**config.mk**
```make
export PLATFORM = sky130hd
export DESIGN_NAME = pipe_hazard_ctrl
export DESIGN_NICKNAME = d
export VERILOG_FILES = /design/src/rtl/pipe_pkg.sv /design/src/rtl/sat_counter.sv /design/src/rtl/pipe_hazard_ctrl.sv
export SDC_FILE = /design/constraint.sdc
export NUM_CORES = 1
export LEC_CHECK = 0
export CAP_MARGIN = 5
export CELL_PAD_IN_SITES_DETAIL_PLACEMENT = 0
export CELL_PAD_IN_SITES_GLOBAL_PLACEMENT = 1
export CORE_UTILIZATION = 38
export DETAILED_ROUTE_END_ITERATION = 12
export HOLD_SLACK_MARGIN = 0.02
export PLACE_DENSITY = 0.77
export SETUP_SLACK_MARGIN = 0.4
export SYNTH_ARGS = -nofsm -noshare
export SYNTH_HDL_FRONTEND = slang
export SYNTH_SLANG_ARGS = --single-unit
```
**constraint.sdc**
```tcl
create_clock -name clk -period 5.96 [get_ports clk]
set_input_delay 1.788 -clock clk [delete_from_list [all_inputs] [get_ports clk]]
set_output_delay 1.788 -clock clk [all_outputs]
set_load 0.1 [all_outputs]
```
**src/rtl/pipe_pkg.sv**
```systemverilog
// Shared types for the pipeline sequencing controller: shadow hazard entry,
// memory-wait FSM states and the register-index width.
package pipe_pkg;

  localparam int unsigned REG_W = 4;

  typedef struct packed {
    logic             valid;
    logic             wb;
    logic [REG_W-1:0] dest;
    logic             load;
    logic             mem_access;
  } haz_entry_t;

  typedef enum logic {
    M_IDLE = 1'b0,
    M_WAIT = 1'b1
  } mem_state_t;

  // True when a live writer in a later stage targets a source that ID actually reads.
  function automatic logic src_hit(input haz_entry_t e,
                                   input logic [REG_W-1:0] src1,
                                   input logic [REG_W-1:0] src2,
                                   input logic use1,
                                   input logic use2);
    return e.valid & e.wb & ((use1 & (e.dest == src1)) | (use2 & (e.dest == src2)));
  endfunction

endpackage

```
**src/rtl/sat_counter.sv**
```systemverilog
// Saturating event counter; holds at all-ones once full.
module sat_counter #(
  parameter int unsigned CNT_W = 16
) (
  input  logic             clk,
  input  logic             rst,
  input  logic             inc,
  output logic [CNT_W-1:0] cnt
);

  always_ff @(posedge clk or posedge rst) begin
    if (rst) begin
      cnt <= '0;
    end else if (inc && (cnt != '1)) begin
      cnt <= cnt + CNT_W'(1);
    end
  end

endmodule

```
**src/rtl/pipe_hazard_ctrl.sv**
```systemverilog
// Pipeline sequencing controller: RAW stalls, branch flushes and SRAM-wait
// freezes decided combinationally from ID inputs and a private EXE/MEM shadow.
module pipe_hazard_ctrl
  import pipe_pkg::*;
#(
  parameter int unsigned FORWARDING  = 1,
  parameter int unsigned MEM_TIMEOUT = 64,
  parameter int unsigned CNT_W       = 16
) (
  input  logic             clk,
  input  logic             rst,
  input  logic             id_valid,
  input  logic [REG_W-1:0] id_src1,
  input  logic [REG_W-1:0] id_src2,
  input  logic             id_use_src1,
  input  logic             id_use_src2,
  input  logic             id_wb_en,
  input  logic             id_mem_read,
  input  logic             id_mem_write,
  input  logic [REG_W-1:0] id_dest,
  input  logic             exe_branch_taken,
  input  logic             sram_ready,
  output logic             pc_freeze,
  output logic             ifid_freeze,
  output logic             ifid_flush,
  output logic             idex_flush,
  output logic             back_freeze,
  output logic             hazard,
  output logic             mem_timeout,
  output logic [CNT_W-1:0] stall_cnt,
  output logic [CNT_W-1:0] flush_cnt,
  output logic [CNT_W-1:0] freeze_cnt
);

  localparam int unsigned WAIT_W = (MEM_TIMEOUT > 1) ? $clog2(MEM_TIMEOUT) : 1;

  haz_entry_t        exe_q, mem_q, exe_d;
  mem_state_t        state_q, state_d;
  logic [WAIT_W-1:0] wait_q, wait_d;
  logic              timeout_release, timeout_set;
  logic              mem_freeze, exe_hit, mem_hit, raw;

  // Entry the ID instruction would occupy in EXE after this edge.
  always_comb begin
    exe_d            = '0;
    exe_d.valid      = id_valid & ~pc_freeze;
    exe_d.wb         = id_wb_en;
    exe_d.dest       = id_dest;
    exe_d.load       = id_mem_read;
    exe_d.mem_access = id_mem_read | id_mem_write;
  end

  always_ff @(posedge clk or posedge rst) begin
    if (rst) begin
      exe_q <= '0;
      mem_q <= '0;
    end else if (!back_freeze) begin
      mem_q <= exe_q;
      exe_q <= idex_flush ? '0 : exe_d;
    end
  end

  assign exe_hit = id_valid & src_hit(exe_q, id_src1, id_src2, id_use_src1, id_use_src2);
  assign mem_hit = id_valid & src_hit(mem_q, id_src1, id_src2, id_use_src1, id_use_src2);

  generate
    if (FORWARDING != 0) begin : g_fwd
      assign raw = exe_hit & exe_q.load;
    end else begin : g_nofwd
      assign raw = exe_hit | mem_hit;
    end
  endgenerate

  always_ff @(posedge clk or posedge rst) begin
    if (rst) begin
      state_q     <= M_IDLE;
      wait_q      <= '0;
      mem_timeout <= 1'b0;
    end else begin
      state_q <= state_d;
      wait_q  <= wait_d;
      if (timeout_set) mem_timeout <= 1'b1;
    end
  end

  // SRAM wait tracking; the last allowed wait cycle releases the freeze.
  always_comb begin
    state_d         = state_q;
    wait_d          = wait_q;
    timeout_release = 1'b0;
    timeout_set     = 1'b0;
    case (state_q)
      M_IDLE: begin
        if (mem_q.mem_access && !sram_ready) begin
          state_d = M_WAIT;
          wait_d  = '0;
        end
      end
      M_WAIT: begin
        if (sram_ready) begin
          state_d = M_IDLE;
        end else if (wait_q == WAIT_W'(MEM_TIMEOUT - 1)) begin
          state_d         = M_IDLE;
          timeout_release = 1'b1;
          timeout_set     = 1'b1;
        end else begin
          wait_d = wait_q + WAIT_W'(1);
        end
      end
    endcase
  end

  assign mem_freeze = mem_q.mem_access & ~sram_ready & ~timeout_release;

  // Priority: SRAM freeze, then branch flush, then RAW stall.
  always_comb begin
    pc_freeze   = 1'b0;
    ifid_freeze = 1'b0;
    ifid_flush  = 1'b0;
    idex_flush  = 1'b0;
    back_freeze = 1'b0;
    hazard      = 1'b0;
    if (!rst) begin
      if (mem_freeze) begin
        back_freeze = 1'b1;
        pc_freeze   = 1'b1;
        ifid_freeze = 1'b1;
      end else if (exe_branch_taken) begin
        ifid_flush = 1'b1;
        idex_flush = 1'b1;
      end else if (raw) begin
        pc_freeze   = 1'b1;
        ifid_freeze = 1'b1;
        idex_flush  = 1'b1;
        hazard      = 1'b1;
      end
    end
  end

  sat_counter #(.CNT_W(CNT_W)) u_stall_cnt (
    .clk(clk), .rst(rst), .inc(hazard), .cnt(stall_cnt)
  );
  sat_counter #(.CNT_W(CNT_W)) u_flush_cnt (
    .clk(clk), .rst(rst), .inc(ifid_flush), .cnt(flush_cnt)
  );
  sat_counter #(.CNT_W(CNT_W)) u_freeze_cnt (
    .clk(clk), .rst(rst), .inc(back_freeze), .cnt(freeze_cnt)
  );

endmodule

```
# Yosys cells after proc, flatten, opt, wreduce, memory -nomap -nowiden
# Index checks and enable logic that the tools add are counted.
# totals
regBits,65
inputBits,22
out_inout_bits,55
elab_cells,72
# classes
n_addsub,4
n_eq_ne,9
muxes,26
n_bitwise,15
reduce_logical,6
# ops
cell,n
$add 16x1->16 const B,3
$ne 16x16->1 const B,3
$mux 1,20
$mux 6,3
$pmux 6 s2,1
$and 1x1->1,9
$eq 4x4->1,2
$mux 8,1
$add 6x1->6 const B,1
$eq 6x6->1 const B,1
$ne 2x2->1 const B,3
$logic_and 1x1->1,4
$not 1->1,4
$reduce_and 3->1,1
$or 1x1->1,2
$pmux 1 s2,1
$logic_not 1->1,1

# Logic depth before layout (Yosys ltp)
# Gate-level depths: netlist of run 1.
# logic_depth
word_depth,13
depth_mapped,10
mapped_depth_nobuf,8

# Cells and area by module
# A second synthesis of run 1 with hierarchy kept.
# hier_totals
hier_cells,330
hier_area_um2,3468.3
# modules_own_cells
mod,instances,cells_per_inst,area_per_inst_um2,seq_area_each_um2
sat_counter,3,71,805.8,400.4
pipe_hazard_ctrl,1,117,1051.0,425.4

# Least setup slack after synthesis of run 1
# No wires, ideal clock.
# synth_path
path_type,input-to-output
start,in id_src1[0]
end,out idex_flush
arrival_ns,4.649
t_required_ns,4.172
path_slack_ns,-0.477
stages,5
n_path_buf,0
path_cell_list,xnor2_1 nand3_1 o22ai_1 a21o_1 nor3b_1
# synth_between
elab_chain_cells,10
# synth_lines
item,line_no,source
from (decl),pipe_hazard_ctrl.sv:13,"input logic [REG_W-1:0] id_src1,"
$eq 4x4->1,pipe_pkg.sv:26,return e.valid & e.wb & ((use1 & (e.dest == src1)) | (use2 & (e.dest == src2)));
$and 1x1->1,pipe_pkg.sv:26,
$or 1x1->1,pipe_pkg.sv:26,
$and 1x1->1,pipe_pkg.sv:26,
$and 1x1->1,pipe_hazard_ctrl.sv:63,"assign exe_hit = id_valid & src_hit(exe_q, id_src1, id_src2, id_use_src1, id_use_src2);"
$and 1x1->1,pipe_hazard_ctrl.sv:68,assign raw = exe_hit & exe_q.load;
$mux 1,pipe_hazard_ctrl.sv:131,end else if (raw) begin
$mux 1,pipe_hazard_ctrl.sv:128,end else if (exe_branch_taken) begin
$mux 1,pipe_hazard_ctrl.sv:124,if (mem_freeze) begin
$mux 1,pipe_hazard_ctrl.sv:123,if (!rst) begin
to (decl),pipe_hazard_ctrl.sv:26,"output logic idex_flush,"
# No other way between the ends.

# Worst setup path after layout of run 1
# layout_path
start,in id_src1[3]
end,out idex_flush
# Same word-level chain as after synthesis.

==> results of run 1 <==
## cells in the mapped netlist, types with 5 or more instances
master	count	area, um^2
o21ai_0	14	70.1
and2_1	6	37.5
nor3_1	7	35.0
nand2_1	34	128
a22oi_1	7	52.6
and3_1	12	75.1
nand4_1	22	138
dfrtp_1	65	1630
xor2_1	5	43.8
nand3_1	24	120
and4_1	8	70.1
nor2_1	8	30.0
xnor2_1	45	394
## per-layer routing
layer  track usage  wire, um  share of wire  vias to the layer above
li1              -         -              -                     1297
met1         0.247      3540           0.47                     1268
met2         0.270      3520           0.46                       63
met3        0.0566       426          0.056                        6
met4        0.0530        82          0.011                        0
met5             0         0              0                        -
## worst register-to-register path: cells and delay by family, from the launching register on
family	cells	cell delay [ps]
AO/OA/AOI/OAI	2	750
AND/OR/NAND/NOR	3	570
flip-flops	1	420
adder cells (fa/ha/maj)	1	240
buffers and inverters	1	150
XOR/XNOR	1	150
## flip-flops by register name, indices dropped and copies added, names as in the netlist
signal / cells
u_stall_cnt.cnt: 16
u_freeze_cnt.cnt: 16
u_flush_cnt.cnt: 16
state_q: 1
mem_timeout: 1
mem_q: 1
wait_q: 6
exe_q: 8
## where the power goes
part           switching, W  internal (W)  leakage, nW  total [W]
Clock              0.000163      0.000204       0.0974   0.000368
Combinational      0.000339      0.000125        0.860   0.000464
Sequential        0.0000517      0.000484        0.867   0.000536
Total              0.000554      0.000813         1.82    0.00137
## path summary, 6_finish.rpt
check | to | startpoint | slack (ps) | cells after the start
worst max-delay path | idex_flush | id_src1[3] | 680 | 7
worst min-delay path | mem_q[0] | exe_q[0] | 470 | 1
worst max register to register | u_freeze_cnt.cnt[7] | wait_q[0] | 3580 | 8
worst min register to register | mem_q[0] | exe_q[0] | 470 | 1
max in group asynchronous | u_flush_cnt.cnt[9] | rst | 3240 | 3
min in group asynchronous | u_flush_cnt.cnt[2] | rst | 2170 | 3
## cell type report
| cell class | count | area [um^2] |
|---|---|---|
| repair buffers | 80 | 838 |
| well taps | 105 | 131 |
| inverters | 3 | 20.0 |
| multi-input cells | 237 | 1610 |
| fillers | 742 | 3880 |
| clock inverters | 3 | 40.0 |
| flip-flops and latches | 65 | 1630 |
| clock buffers | 13 | 149 |
## per-stage QoR
step / hold slack [ps] / cell area (um^2)
after floorplan: 441 / 3330
after CTS: 472 / 4420
final: 470 / 4420
after global placement: 457 / 4230
after global routing: 506 / 4420
after detailed placement: 456 / 4230
## cells by family (layout without fill, tap and decap cells)
group,count (synthesis),count (layout),share of synthesized area
and+or+nand+nor,142,142,0.239
xor gates and xnor gates,50,50,0.133
DFF,65,65,0.493
buffers and inverters,13,99,0.0246
adders and majority gates,4,4,0.0152
muxes,4,4,0.0136
AOI/OAI and AO/OA,37,37,0.0819
==> out/qor.txt, run 1 <==
# rows: 33
Synth Instances: 315
Crit path cell chain: clkdlybuf4s50_1, xnor2_1, nand3_1, o22ai_1, a21o_1, nor3b_2, buf_12
Fin util: 0.532
1st-iter DRT viols: 106
CP Launch Type: input pin
Hold Path Class: reg2reg
I/O pin total: 77
Port bufs: 76
Period utilization: 0.886
PostCTS Resize Cnt: 0
Clock Sinks: 65
Die span in x: 95.2 um
Crit path max-delay family: buffers and inverters
Pleak: 1.82 nW
Main synth FF type: dfrtp_1
Antenna Violating Nets Remaining: 0
Final WL: 7570 um
Max Clk Rate: 189 MHz
Seq cells post-synth: 65
Worst VDD drop: 436 uV
Post-CTS Setup Inserts: 0
Total GRT Usage: 0.180
Hold Fails Final Rpt: 0
Initial antenna violation count: 0
Worst-path cell with the longest stage delay: clkdlybuf4s50_1
Power Density: 309 nW/um^2
Slowest cell delay on critical path: 470 ps
Via density: 5.21
Post-synthesis sequential area ratio: 0.493
CP Max Fanout: 9
Final Max Slew Viols: 0
DIE HEIGHT: 95.2 um
Cell Area, Synth: 3300 um^2
Clock Latency Late Sink: 330 ps
CTS Buf Count: 9
NumNets Final: 422
Async set-or-reset flop fraction in the synthesized netlist: 1.00
First-pass GRT wire length: 12500 um
Ant diodes: 0
CTS tree: built
Unique masters post-synth: 48
Most frequent cells in the layout: 70 x clkdlybuf4s50_1, 65 x dfrtp_1, 45 x xnor2_1
CP Capture Type: output pin
Worst clock skew: 10.2 ps
Mapped Nets: 341
Vias in the first global route: 2479
Non-filler instance count after layout: 506
CP Class: in2out
CP Data Arrival Time: 3500 ps
CTS root buffer: clkbuf_8
Final setup fails: 0
Max-cap violation count: 0
First drt pass iteration count: 4
Initial core utilization: 0.398
Routed length per instance: 15.0 um
Layout cell share with drive strength beyond 1: 0.105
Leading cell type in the layout, fill and taps excluded: clkdlybuf4s50_1
Critical path buffer and inverter count: 2
CP required: 4170 ps
TNS Setup: 0 ps
Worst-path clk slew: 70 ps
Pre-CTS WS: 656 ps
Placer congestion estimate: 0.765
Post-layout min period: 5280 ps
EDFF count, synth: 0
H-tree depth: 3
Slew HR: 0.331
Area Overhead vs Synth: 33.8%
Hold buffer count at cts: 0
Vias: 2634
Placed cells: 490
CTS Buffer Depth: 2
Final WS setup: 677 ps
Die area: 9070 um^2
Worst-Margin Slew: 1000 ps
Tot Pwr: 0.00137 W
Status: complete, no violations
Core region area: 8300 um^2
HPWL Detailed: 5270 um
Syn avg cell area: 10.5 um^2
Total congestion overflow: 0
Drc violations: 0
Largest net degree at the start of global routing: 67
Yosys warns: 0
RSZ-0062 raised after global routing: false
Note: power is estimated with default switching activity, not from simulation.
==> run 2, diff against run 1 <==
--- a/config.mk
+++ b/config.mk
@@ -5,14 +5,14 @@
 export SDC_FILE = /design/constraint.sdc
 export NUM_CORES = 1
 export LEC_CHECK = 0
-export CAP_MARGIN = 5
 export CELL_PAD_IN_SITES_DETAIL_PLACEMENT = 0
 export CELL_PAD_IN_SITES_GLOBAL_PLACEMENT = 1
-export CORE_UTILIZATION = 38
+export CORE_UTILIZATION = 39
 export DETAILED_ROUTE_END_ITERATION = 12
 export HOLD_SLACK_MARGIN = 0.02
-export PLACE_DENSITY = 0.77
+export PLACE_DENSITY = 0.78
 export SETUP_SLACK_MARGIN = 0.4
 export SYNTH_ARGS = -nofsm -noshare
 export SYNTH_HDL_FRONTEND = slang
+export SYNTH_HIERARCHICAL = 1
 export SYNTH_SLANG_ARGS = --single-unit
==> out/qor.txt, run 2 <==
Port bufs: 76
Via density: 5.39
GR peak layer: met2
Slew HR: 0.340
Vias in the first global route: 2584
Leading cell type in the layout, fill and taps excluded: clkdlybuf4s50_1
Drc violations: 0
Hold Fails Final Rpt: 0
Main synth FF type: dfrtp_1
Max Clk Rate: 184 MHz
Layout cell share with drive strength beyond 1: 0.135
Hold Path Cell Cnt: 1
H-tree depth: 3
Most frequent cells in the layout: 70 x clkdlybuf4s50_1, 65 x dfrtp_1, 36 x xnor2_1
Seq cells post-synth: 65
Met2 GRT Util: 0.267
Met3 GRT Util: 0.0395
Worst-path cell with the longest stage delay: or3b_2
1st-iter DRT viols: 112
CTS Buf Count: 9
Cell Area, Synth: 3470 um^2
Worst-path clk slew: 70 ps
Cell taking the most area after synthesis: dfrtp_1
Top flop regs: u_flush_cnt/cnt (16), u_freeze_cnt/cnt (16), u_stall_cnt/cnt (16)
Async set-or-reset flop fraction in the synthesized netlist: 1.00
Synth Instances: 330
Fin util: 0.534
Placer congestion estimate: 0.804
Comb pwr share: 0.362
CP Class: in2out
NumNets Final: 443
HPWL Detailed: 5800 um
Crit path cell chain: clkdlybuf4s50_1, xnor2_1, or3b_2, nand4bb_1, a31oi_4, buf_12
Clock Latency Late Sink: 330 ps
Clock Sinks: 65
Largest net degree at the start of global routing: 19
Initial antenna violation count: 0
Pint: 0.000779 W
Min Hold Slack: 469 ps
Post-synthesis sequential area ratio: 0.469
First drt pass iteration count: 4
Clock power share: 0.234
CP Launch Type: input pin
Area Overhead vs Synth: 33.5%
Worst clock skew: 11.8 ps
Most numerous cell in the Yosys netlist: dfrtp_1
Status: complete, no violations
Final Max Slew Viols: 0
I/O pin total: 77
TNS Setup: 0 ps
Switching Fraction: 0.429
Total GRT Usage: 0.176
CP required: 4170 ps
CP Max Fanout: 2
CTS root buffer: clkbuf_8
Vias: 2853
Die span in x: 96.3 um
CP Data Arrival Time: 3640 ps
Most frequent cells after synthesis: 65 x dfrtp_1, 36 x xnor2_1, 30 x nand2_1, 25 x nand3_1
CP Capture Type: output pin
EDFF count, synth: 0
Max-cap violation count: 0
Pleak: 1.97 nW
Worst-Margin Slew: 987 ps
Final WL: 7850 um
RSZ-0062 raised after global routing: false
M1 GR Usage: 0.246
Syn avg cell area: 10.5 um^2
NetSw: 0.000584 W
Hold Path Class: reg2reg
Ant diodes: 0
Ranking of synthesized cells by area: dfrtp_1 47%, xnor2_1 9.1%, nand3_1 3.6%
# rows: 34
Post-layout min period: 5430 ps
Initial core utilization: 0.400
Mapped Nets: 356
Core region area: 8680 um^2
Routed length per instance: 14.8 um
Slowest cell delay on critical path: 500 ps
Flop-to-flop setup slack: 2850 ps
CTS tree: built
Reg2Reg Depth: 10
Power Density: 294 nW/um^2
DIE HEIGHT: 96.3 um
Antenna Violating Nets Remaining: 0
Die area: 9270 um^2
Yosys warns: 6
Worst VDD drop: 407 uV
Seq pwr share: 0.404
Total congestion overflow: 0
Unique masters post-synth: 47
Period utilization: 0.911
Final setup fails: 0
First-pass GRT wire length: 12500 um
Share of the synthesized area in the top cell type: 0.469
CTS Buffer Depth: 2
[run 2: repair_timing]
item	in CTS	in global routing
setup buffers	0	0
gates resized for setup	0	1
hold buffers	0	0
setup endpoints to repair	0	1
[run 2: routing by layer]
layer,vias up,part of all wire
li1,1381,-
met1,1393,0.48
met2,70,0.46
met3,9,0.048
met4,0,0.011
met5,-,0
[run 2: path summary, 6_finish.rpt]
| kind | from | end |
|---|---|---|
| hold reg to reg | exe_q[0] | mem_q[0] |
| max in group asynchronous | rst | u_freeze_cnt/cnt[3] |
| setup / recovery | id_src1[0] | ifid_freeze |
| min in group asynchronous | rst | exe_q[7] |
| setup reg to reg | wait_q[0] | u_stall_cnt/cnt[14] |
| hold / removal | exe_q[0] | mem_q[0] |
[run 2: cell type report]
class,count,area (um^2)
Tap cell,108,135
Timing Repair Buffer,81,858
Clock buffer,12,145
Sequential cell,65,1630
Multi-Input combinational cell,252,1820
Fill cell,806,4050
Clock inverter,3,17.5
Inverter,8,30.0
[run 2: cells by family (layout without fill, tap and decap cells)]
| logic type | after synthesis | after routing | share of synthesized area |
|---|---|---|---|
| multiplexers | 10 | 10 | 0.0310 |
| adder cells (fa/ha/maj) | 4 | 4 | 0.0144 |
| AO/OA/AOI/OAI | 45 | 45 | 0.0855 |
| XOR/XNOR | 42 | 42 | 0.106 |
| AND/OR/NAND/NOR | 151 | 151 | 0.274 |
| flip-flops | 65 | 65 | 0.469 |
| buffers and inverters | 13 | 104 | 0.0198 |
[run 2: critical path: cells and delay by family]
| family | cells | cell delay (ps) |
|---|---|---|
| AO/OA/AOI/OAI | 1 | 280 |
| AND/OR/NAND/NOR | 2 | 750 |
| buffers and inverters | 2 | 680 |
| XOR/XNOR | 1 | 130 |
[run 2: power by group through the flow]
stage	Clock, W	Sequential [W]	Combinational [W]
final	0.000320	0.000551	0.000493
after detailed placement	0	0.000559	0.000495
after floorplan	0	0.000790	0.000126
after global placement	0	0.000557	0.000491
after global routing	0.000347	0.000560	0.000519
after CTS	0.000331	0.000552	0.000497
[run 2: metrics by stage]
stage               area [um^2]  total power (W)  cells  setup slack, ps
finish                     4630          0.00136    529              527
global route               4630          0.00143    529              463
CTS                        4620          0.00138    529              465
detailed placement         4460          0.00105    514              474
global placement           4460          0.00105    514              535
floorplan                  3510         0.000917    330              111
